$ cat src/rtl/acp_cmd_arbiter_if.sv
// Stream bundle between two datamover requesters, the shared datamover and acp_cmd_arbiter.
// The slave modport is the arbiter's view; the master modport is the surrounding system's view.
interface acp_cmd_arbiter_if #(
    parameter int CMD_WIDTH = 72,
    parameter int STS_WIDTH = 8
);
    logic [CMD_WIDTH-1:0] s0_cmd_tdata;
    logic                 s0_cmd_tvalid;
    logic                 s0_cmd_tready;
    logic [CMD_WIDTH-1:0] s1_cmd_tdata;
    logic                 s1_cmd_tvalid;
    logic                 s1_cmd_tready;

    logic [CMD_WIDTH-1:0] m_cmd_tdata;
    logic                 m_cmd_tvalid;
    logic                 m_cmd_tready;

    logic [STS_WIDTH-1:0] m_sts_tdata;
    logic                 m_sts_tvalid;
    logic                 m_sts_tready;

    logic [STS_WIDTH-1:0] s0_sts_tdata;
    logic                 s0_sts_tvalid;
    logic                 s0_sts_tready;
    logic [STS_WIDTH-1:0] s1_sts_tdata;
    logic                 s1_sts_tvalid;
    logic                 s1_sts_tready;

    modport slave (
        input  s0_cmd_tdata, s0_cmd_tvalid, output s0_cmd_tready,
        input  s1_cmd_tdata, s1_cmd_tvalid, output s1_cmd_tready,
        output m_cmd_tdata, m_cmd_tvalid,   input  m_cmd_tready,
        input  m_sts_tdata, m_sts_tvalid,   output m_sts_tready,
        output s0_sts_tdata, s0_sts_tvalid, input  s0_sts_tready,
        output s1_sts_tdata, s1_sts_tvalid, input  s1_sts_tready
    );

    modport master (
        output s0_cmd_tdata, s0_cmd_tvalid, input  s0_cmd_tready,
        output s1_cmd_tdata, s1_cmd_tvalid, input  s1_cmd_tready,
        input  m_cmd_tdata, m_cmd_tvalid,   output m_cmd_tready,
        output m_sts_tdata, m_sts_tvalid,   input  m_sts_tready,
        input  s0_sts_tdata, s0_sts_tvalid, output s0_sts_tready,
        input  s1_sts_tdata, s1_sts_tvalid, output s1_sts_tready
    );
endinterface

$ cat src/rtl/acp_cmd_arbiter.sv
// Round-robin arbiter sharing one datamover between two requesters; a tag FIFO routes statuses back in issue order.
// Optional per-requester grant counters are enabled by defining ACP_ARB_STATS_EN.
//
// state | meaning
// IDLE  | waiting for a requester command while fewer than TAG_DEPTH are outstanding
// ISSUE | presenting the registered command on m_cmd until the datamover accepts it
module acp_cmd_arbiter #(
    parameter int CMD_WIDTH = 72,
    parameter int STS_WIDTH = 8,
    parameter int TAG_DEPTH = 4
) (
    input  logic                         clk,
    input  logic                         rst,
    acp_cmd_arbiter_if.slave             bus,
    output logic [$clog2(TAG_DEPTH):0]   outstanding,
    output logic [31:0]                  grant_cnt0,
    output logic [31:0]                  grant_cnt1
);
    localparam int PTR_W = $clog2(TAG_DEPTH);
    localparam int CNT_W = PTR_W + 1;

    typedef enum logic {IDLE, ISSUE} state_t;

    state_t               state, state_nxt;
    logic [CMD_WIDTH-1:0] cmd_reg;
    logic                 cmd_id;
    logic                 prio1;
    logic                 grant0, grant1;

    logic                 tag_mem [TAG_DEPTH];
    logic [PTR_W-1:0]     wr_ptr, rd_ptr;
    logic                 push, pop, full, empty, head;

    assign full  = (outstanding == CNT_W'(TAG_DEPTH));
    assign empty = (outstanding == '0);
    assign head  = tag_mem[rd_ptr];
    assign push  = (state == ISSUE) && bus.m_cmd_tready;
    assign pop   = bus.m_sts_tvalid && bus.m_sts_tready;

    // rst gates the grant so cmd_tready stays low while reset is held.
    always_comb begin
        state_nxt = state;
        grant0    = 1'b0;
        grant1    = 1'b0;
        case (state)
            IDLE: begin
                if (!rst && !full) begin
                    if (bus.s0_cmd_tvalid && bus.s1_cmd_tvalid) begin
                        grant1 = prio1;
                        grant0 = !prio1;
                    end else begin
                        grant0 = bus.s0_cmd_tvalid;
                        grant1 = bus.s1_cmd_tvalid;
                    end
                    if (grant0 || grant1) state_nxt = ISSUE;
                end
            end
            ISSUE: begin
                if (bus.m_cmd_tready) state_nxt = IDLE;
            end
            default: state_nxt = IDLE;
        endcase
    end

    always_ff @(posedge clk or posedge rst) begin
        if (rst) begin
            state   <= IDLE;
            cmd_reg <= '0;
            cmd_id  <= 1'b0;
            prio1   <= 1'b0;
        end else begin
            state <= state_nxt;
            if (grant0 || grant1) begin
                cmd_reg <= grant1 ? bus.s1_cmd_tdata : bus.s0_cmd_tdata;
                cmd_id  <= grant1;
                prio1   <= grant0;
            end
        end
    end

    assign bus.s0_cmd_tready = grant0;
    assign bus.s1_cmd_tready = grant1;
    assign bus.m_cmd_tvalid  = (state == ISSUE);
    assign bus.m_cmd_tdata   = cmd_reg;

    always_ff @(posedge clk or posedge rst) begin
        if (rst) begin
            wr_ptr      <= '0;
            rd_ptr      <= '0;
            outstanding <= '0;
            for (int i = 0; i < TAG_DEPTH; i++) tag_mem[i] <= 1'b0;
        end else begin
            if (push) begin
                tag_mem[wr_ptr] <= cmd_id;
                wr_ptr          <= wr_ptr + 1'b1;
            end
            if (pop) rd_ptr <= rd_ptr + 1'b1;
            case ({push, pop})
                2'b10:   outstanding <= outstanding + 1'b1;
                2'b01:   outstanding <= outstanding - 1'b1;
                default: outstanding <= outstanding;
            endcase
        end
    end

    // Status goes only to the requester owning the oldest outstanding command.
    assign bus.m_sts_tready  = !empty && (head ? bus.s1_sts_tready : bus.s0_sts_tready);
    assign bus.s0_sts_tvalid = !empty && !head && bus.m_sts_tvalid;
    assign bus.s1_sts_tvalid = !empty &&  head && bus.m_sts_tvalid;
    assign bus.s0_sts_tdata  = (!empty && !head) ? bus.m_sts_tdata : '0;
    assign bus.s1_sts_tdata  = (!empty &&  head) ? bus.m_sts_tdata : '0;

`ifdef ACP_ARB_STATS_EN
    always_ff @(posedge clk or posedge rst) begin
        if (rst) begin
            grant_cnt0 <= '0;
            grant_cnt1 <= '0;
        end else if (push) begin
            if (cmd_id) grant_cnt1 <= grant_cnt1 + 32'd1;
            else        grant_cnt0 <= grant_cnt0 + 32'd1;
        end
    end
`else
    assign grant_cnt0 = '0;
    assign grant_cnt1 = '0;
`endif
endmodule

$ cat src/flat_wrapper.sv
// flat-port wrapper written by rule: the top's interface ports become plain ports
module acp_cmd_arbiter_flat 
#(
    parameter int CMD_WIDTH = 72,
    parameter int STS_WIDTH = 8,
    parameter int TAG_DEPTH = 4
)
  (clk, rst, outstanding, grant_cnt0, grant_cnt1, bus_s0_cmd_tdata, bus_s0_cmd_tvalid, bus_s0_cmd_tready, bus_s1_cmd_tdata, bus_s1_cmd_tvalid, bus_s1_cmd_tready, bus_m_cmd_tdata, bus_m_cmd_tvalid, bus_m_cmd_tready, bus_m_sts_tdata, bus_m_sts_tvalid, bus_m_sts_tready, bus_s0_sts_tdata, bus_s0_sts_tvalid, bus_s0_sts_tready, bus_s1_sts_tdata, bus_s1_sts_tvalid, bus_s1_sts_tready);
  acp_cmd_arbiter_if #(.CMD_WIDTH(CMD_WIDTH), .STS_WIDTH(STS_WIDTH)) bus_i ();
  input  logic clk;
  input  logic rst;
  output logic [$clog2(TAG_DEPTH):0] outstanding;
  output logic [31:0] grant_cnt0;
  output logic [31:0] grant_cnt1;
  input wire logic [$bits(bus_i.s0_cmd_tdata)-1:0] bus_s0_cmd_tdata;
  input wire logic [$bits(bus_i.s0_cmd_tvalid)-1:0] bus_s0_cmd_tvalid;
  output wire logic [$bits(bus_i.s0_cmd_tready)-1:0] bus_s0_cmd_tready;
  input wire logic [$bits(bus_i.s1_cmd_tdata)-1:0] bus_s1_cmd_tdata;
  input wire logic [$bits(bus_i.s1_cmd_tvalid)-1:0] bus_s1_cmd_tvalid;
  output wire logic [$bits(bus_i.s1_cmd_tready)-1:0] bus_s1_cmd_tready;
  output wire logic [$bits(bus_i.m_cmd_tdata)-1:0] bus_m_cmd_tdata;
  output wire logic [$bits(bus_i.m_cmd_tvalid)-1:0] bus_m_cmd_tvalid;
  input wire logic [$bits(bus_i.m_cmd_tready)-1:0] bus_m_cmd_tready;
  input wire logic [$bits(bus_i.m_sts_tdata)-1:0] bus_m_sts_tdata;
  input wire logic [$bits(bus_i.m_sts_tvalid)-1:0] bus_m_sts_tvalid;
  output wire logic [$bits(bus_i.m_sts_tready)-1:0] bus_m_sts_tready;
  output wire logic [$bits(bus_i.s0_sts_tdata)-1:0] bus_s0_sts_tdata;
  output wire logic [$bits(bus_i.s0_sts_tvalid)-1:0] bus_s0_sts_tvalid;
  input wire logic [$bits(bus_i.s0_sts_tready)-1:0] bus_s0_sts_tready;
  output wire logic [$bits(bus_i.s1_sts_tdata)-1:0] bus_s1_sts_tdata;
  output wire logic [$bits(bus_i.s1_sts_tvalid)-1:0] bus_s1_sts_tvalid;
  input wire logic [$bits(bus_i.s1_sts_tready)-1:0] bus_s1_sts_tready;
  assign bus_i.s0_cmd_tdata = bus_s0_cmd_tdata;
  assign bus_i.s0_cmd_tvalid = bus_s0_cmd_tvalid;
  assign bus_s0_cmd_tready = bus_i.s0_cmd_tready;
  assign bus_i.s1_cmd_tdata = bus_s1_cmd_tdata;
  assign bus_i.s1_cmd_tvalid = bus_s1_cmd_tvalid;
  assign bus_s1_cmd_tready = bus_i.s1_cmd_tready;
  assign bus_m_cmd_tdata = bus_i.m_cmd_tdata;
  assign bus_m_cmd_tvalid = bus_i.m_cmd_tvalid;
  assign bus_i.m_cmd_tready = bus_m_cmd_tready;
  assign bus_i.m_sts_tdata = bus_m_sts_tdata;
  assign bus_i.m_sts_tvalid = bus_m_sts_tvalid;
  assign bus_m_sts_tready = bus_i.m_sts_tready;
  assign bus_s0_sts_tdata = bus_i.s0_sts_tdata;
  assign bus_s0_sts_tvalid = bus_i.s0_sts_tvalid;
  assign bus_i.s0_sts_tready = bus_s0_sts_tready;
  assign bus_s1_sts_tdata = bus_i.s1_sts_tdata;
  assign bus_s1_sts_tvalid = bus_i.s1_sts_tvalid;
  assign bus_i.s1_sts_tready = bus_s1_sts_tready;
  acp_cmd_arbiter #(.CMD_WIDTH(CMD_WIDTH), .STS_WIDTH(STS_WIDTH), .TAG_DEPTH(TAG_DEPTH)) u_core (.clk(clk), .rst(rst), .bus(bus_i), .outstanding(outstanding), .grant_cnt0(grant_cnt0), .grant_cnt1(grant_cnt1));
endmodule
$ cat config.mk
export PLATFORM = sky130hd
export DESIGN_NAME = acp_cmd_arbiter_flat
export DESIGN_NICKNAME = d
export VERILOG_FILES = /design/src/rtl/acp_cmd_arbiter_if.sv /design/src/rtl/acp_cmd_arbiter.sv /design/src/flat_wrapper.sv
export SDC_FILE = /design/constraint.sdc
export NUM_CORES = 1
export LEC_CHECK = 0
export ABC_AREA = 0
export CORE_AREA = 2 2 124 126
export CTS_CLUSTER_DIAMETER = 120
export CTS_CLUSTER_SIZE = 12
export DETAILED_ROUTE_END_ITERATION = 10
export DIE_AREA = 0 0 126 128
export MAX_ROUTING_LAYER = met4
export PLACE_DENSITY_LB_ADDON = 0.1
export SKIP_CTS_REPAIR_TIMING = 1
export SYNTH_ARGS = -nofsm -noshare
export SYNTH_HDL_FRONTEND = slang
export SYNTH_SLANG_ARGS = --single-unit
$ cat constraint.sdc
create_clock -name clk -period 2.8 [get_ports clk]
set_input_delay 0.56 -clock clk [delete_from_list [all_inputs] [get_ports clk]]
set_output_delay 0.56 -clock clk [all_outputs]
set_load 0.03 [all_outputs]
==> flow_results.org <==
** Status
- The run finished with clean final reports.

** Detailed routing
- In the routed design, unresolved DRC markers number 0.
- The first TritonRoute pass finished after 4 iterations.
- For this block, the via count after detailed routing is 4,004.
- In this run the remaining antenna-violating nets after routing total 0.
- DRC marker count from the first detailed-route iteration :: 106
- After detailed routing, the average wire length per cell comes to 14.1 um.
- For this block, the routed nets add up to 13.0 mm of wire.
- Vias/cell :: 4.35

** GRT
- Entering global routing, the biggest net connects 117 pins.
- Antenna violations before repair :: 0
- After global routing the overflow that remains totals 0.
- GRT Util Overall :: 16.3%
- The via count of the first global-routing pass is 3,976.
- The first global-routing pass estimated 20.0 mm of wire.

** Clock tree
- Root buffer cell :: sky130_fd_sc_hd__clkbuf_16
- The clock passes through at most 2 buffers.
- TritonCTS built the clock tree.
- The H-tree was split into 3 levels.
- Clock-pin slew was measured on the worst setup and hold paths at 0.06 ns.
- The later pin in the worst-skew pair is clocked with a latency of 0.34 ns.
- Clock tree synthesis inserted a total of 9 buffers.
- Counting every sink on the clock net gives 86.

** Cells and area
- After routing the design area is 7540 sq um.
- Area Growth Syn to Fin :: 61.7%
- Most frequent standard cell in the layout excluding fill and tap cells :: sky130_fd_sc_hd__clkdlybuf4s50_1
- Count of placed standard cells in the final layout, fillers left out :: 920
- In the layout the commonest cells are sky130_fd_sc_hd__clkdlybuf4s50_1 (243), sky130_fd_sc_hd__nor2_1 (96), sky130_fd_sc_hd__dfrtp_1 (86), sky130_fd_sc_hd__mux2i_1 (76), sky130_fd_sc_hd__a21oi_1 (74).
- In the final layout, the multi-input gates occupy 2140 sq um.
- Share of layout cells above drive strength 1 :: 5.05%
- Area occupied by registers :: 2150 sq um
- Final-layout fill cell count :: 1,392
- Layout net count :: 894
- The repair_antennas step left the layout with diodes totalling 0.

** Yosys
- Seq/Total Area, Yosys :: 46.2%
- Number of unique standard cell types used by synthesis :: 27
- Synthesized netlist cell count :: 478
- Avg Cell Area, Syn :: 9.75 sq um
- The Yosys step of the flow raised 0 warnings.
- Synth Cell Area :: 4660 sq um
- Synthesis inferred 86 register bits.

** Timing
- Clock Skews :: 0.00595 ns
- Setup repair after global routing missed its margin :: no
- Setup violations remaining at the end of the flow were counted as 0.
- The final hold violation count was 0.
- Hold is met by 0.525 ns.
- For the pin with the worst max-slew slack, the measured transition is 0.501 ns.
- Derived from the worst setup path, the maximum achievable clock frequency is 365 MHz.
- Period minus WS final :: 2.74 ns
- In this run the tightest slew margin relative to its limit is 66.6%.
- The final count of pins violating max slew was 0.
- After routing, the total negative slack on setup checks comes to 0 ns.
- Period Utilization, post-route :: 98.0%

** Critical path
- Largest driver fanout on the critical path :: 9
- On the critical path, the stage with the largest delay is an instance of sky130_fd_sc_hd__clkdlybuf4s50_1.
- Traced cell by cell, the critical path runs through mux2i_2 > mux2_2 > nor2_1 > clkdlybuf4s50_1.
- The worst setup path is captured at an output port.
- Worst Path Required :: 2.24 ns
- At the worst endpoint, the arrival time is 2.18 ns.
- Largest stage delay on the critical path :: 0.69 ns
- Classification of the worst setup path :: reg -> out
- STA classifies the critical path startpoint as a flop.

** Power
- Static Leakage :: 3.53 nW
- Worst voltage drop across the vdd grid :: 0.462 mV
- Power per Cell Area :: 1070 nW/um^2
- Total power after layout :: 8.07 mW

** Die
- Starting utilization of the core area :: 31.4%
- Vert. Die Dim :: 128 um
- The die covers 16,100 sq um.
- Placeable core region :: 14,900 sq um
- Total I/O pin count :: 321
- The die is 126 um wide.
- Number of rows created at floorplan :: 45

** Placement
- At the end of routability-driven placement, the weighted congestion stood at 0.856.
- The count of buffers added on input and output ports is 256.
- HPWL after DPL :: 9.99 mm
- Placed Area :: 7220 sq um
- In this run, placement finished with an instance count of 905.

** Worst hold path
- The tightest min-delay check is of the reg -> reg type.

** Flow run
- The tool flagged a number of max-cap violations equal to 0.
-- per-stage QoR --
| stage | worst slack, ns | utilization [%] |
|---|---|---|
| floorplan | 0.0182 | - |
| global placement | 0.124 | 48.6 |
| global route | 0.000618 | 50.7 |
| finish | 0.0572 | 50.7 |
| CTS | -0.0661 | 50.4 |
| detailed placement | 0.123 | 48.6 |
-- synthesized netlist by cell type --
cell,instances,share of area [%]
sky130_fd_sc_hd__clkbuf_1,10,0.81
sky130_fd_sc_hd__nor2_1,96,7.7
sky130_fd_sc_hd__mux2i_1,78,17
sky130_fd_sc_hd__mux2i_2,1,0.30
sky130_fd_sc_hd__nor3b_1,1,0.16
sky130_fd_sc_hd__ha_1,5,1.3
sky130_fd_sc_hd__a211o_1,1,0.19
sky130_fd_sc_hd__or3_1,1,0.13
sky130_fd_sc_hd__and3_1,1,0.13
sky130_fd_sc_hd__conb_1,1,0.080
sky130_fd_sc_hd__dfrtp_1,86,46
sky130_fd_sc_hd__xor2_1,3,0.56
sky130_fd_sc_hd__mux2_2,6,1.4
sky130_fd_sc_hd__nand2_1,11,0.89
sky130_fd_sc_hd__o31ai_1,1,0.16
sky130_fd_sc_hd__inv_1,10,0.81
sky130_fd_sc_hd__a21o_1,1,0.16
sky130_fd_sc_hd__nand3_1,4,0.43
sky130_fd_sc_hd__o21ai_0,2,0.21
sky130_fd_sc_hd__buf_4,64,10
sky130_fd_sc_hd__fa_1,1,0.43
sky130_fd_sc_hd__o22ai_1,1,0.13
sky130_fd_sc_hd__a211oi_1,1,0.16
sky130_fd_sc_hd__buf_2,15,1.6
sky130_fd_sc_hd__a21oi_1,74,7.9
sky130_fd_sc_hd__a2111oi_4,1,0.59
sky130_fd_sc_hd__xnor2_1,2,0.38
-- final cells by class --
type                       instances  area share [%]
clock buffer                      12            3.40
sequential                        86            28.6
tap                              188            3.12
inverter                          10           0.515
multi-input combinational        356            28.4
timing repair buffer             265            35.8
clock inverter                     3           0.266
-- final timing paths --
kind | to | cells after the start | startpoint | slack (ns)
hold reg to reg | u_core.bus.m_cmd_tdata[52]$_DFFE_PP0P_ | 2 | u_core.bus.m_cmd_tdata[52]$_DFFE_PP0P_ | 0.53
hold / removal | u_core.bus.m_cmd_tdata[52]$_DFFE_PP0P_ | 2 | u_core.bus.m_cmd_tdata[52]$_DFFE_PP0P_ | 0.53
max in group asynchronous | u_core.bus.m_cmd_tdata[34]$_DFFE_PP0P_ | 4 | rst | 1.65
setup / recovery | bus_s1_sts_tdata[0] | 4 | u_core.rd_ptr[1]$_DFFE_PP0P_ | 0.06
min in group asynchronous | u_core.outstanding[2]$_DFFE_PP0P_ | 4 | rst | 0.81
setup reg to reg | u_core.outstanding[2]$_DFFE_PP0P_ | 10 | u_core.rd_ptr[1]$_DFFE_PP0P_ | 0.44
-- state kept, by name (all words and copies together) (netlist names) --
| signal | count |
|---|---|
| u_core.rd_ptr | 2 |
| u_core.prio1 | 1 |
| u_core.tag_mem | 4 |
| u_core.cmd_id | 1 |
| u_core.bus.m_cmd_tdata | 72 |
| u_core.outstanding | 3 |
| u_core.wr_ptr | 2 |
| u_core.bus.m_cmd_tvalid | 1 |
-- layer usage --
metal | global-route usage (%) | wire, um
met5 | - | 0
met2 | 27.8 | 6580
met3 | 5.76 | 1330
met4 | 6.46 | 300
met1 | 17.5 | 4800
-- kinds of logic (layout without fill, tap and decap cells) --
| family | count (synthesis) | in the layout | share of synthesized area [%] |
|---|---|---|---|
| buffers and inverters | 99 | 290 | 13.5 |
| AO/OA/AOI/OAI | 82 | 82 | 9.55 |
| other | 1 | 64 | 0.0804 |
| XOR/XNOR | 5 | 5 | 0.940 |
| flip-flops | 86 | 86 | 46.2 |
| adder cells (fa/ha/maj) | 6 | 6 | 1.77 |
| AND/OR/NAND/NOR | 114 | 114 | 9.47 |
| multiplexers | 85 | 85 | 18.5 |
-- worst max-delay path: cells and delay by family (launching register included) --
kind,cells,cell delay [ns]
AND/OR/NAND/NOR,1,0.15
buffers and inverters,1,0.69
flip-flops,1,0.43
multiplexers,2,0.57
-- power breakdown --
| group | total, mW | switching [mW] | internal (mW) |
|---|---|---|---|
| registers | 2.23 | 0.386 | 1.84 |
| clock network | 1.12 | 0.479 | 0.644 |
| logic | 4.72 | 2.75 | 1.97 |
Power figures use the tool's default switching activity.
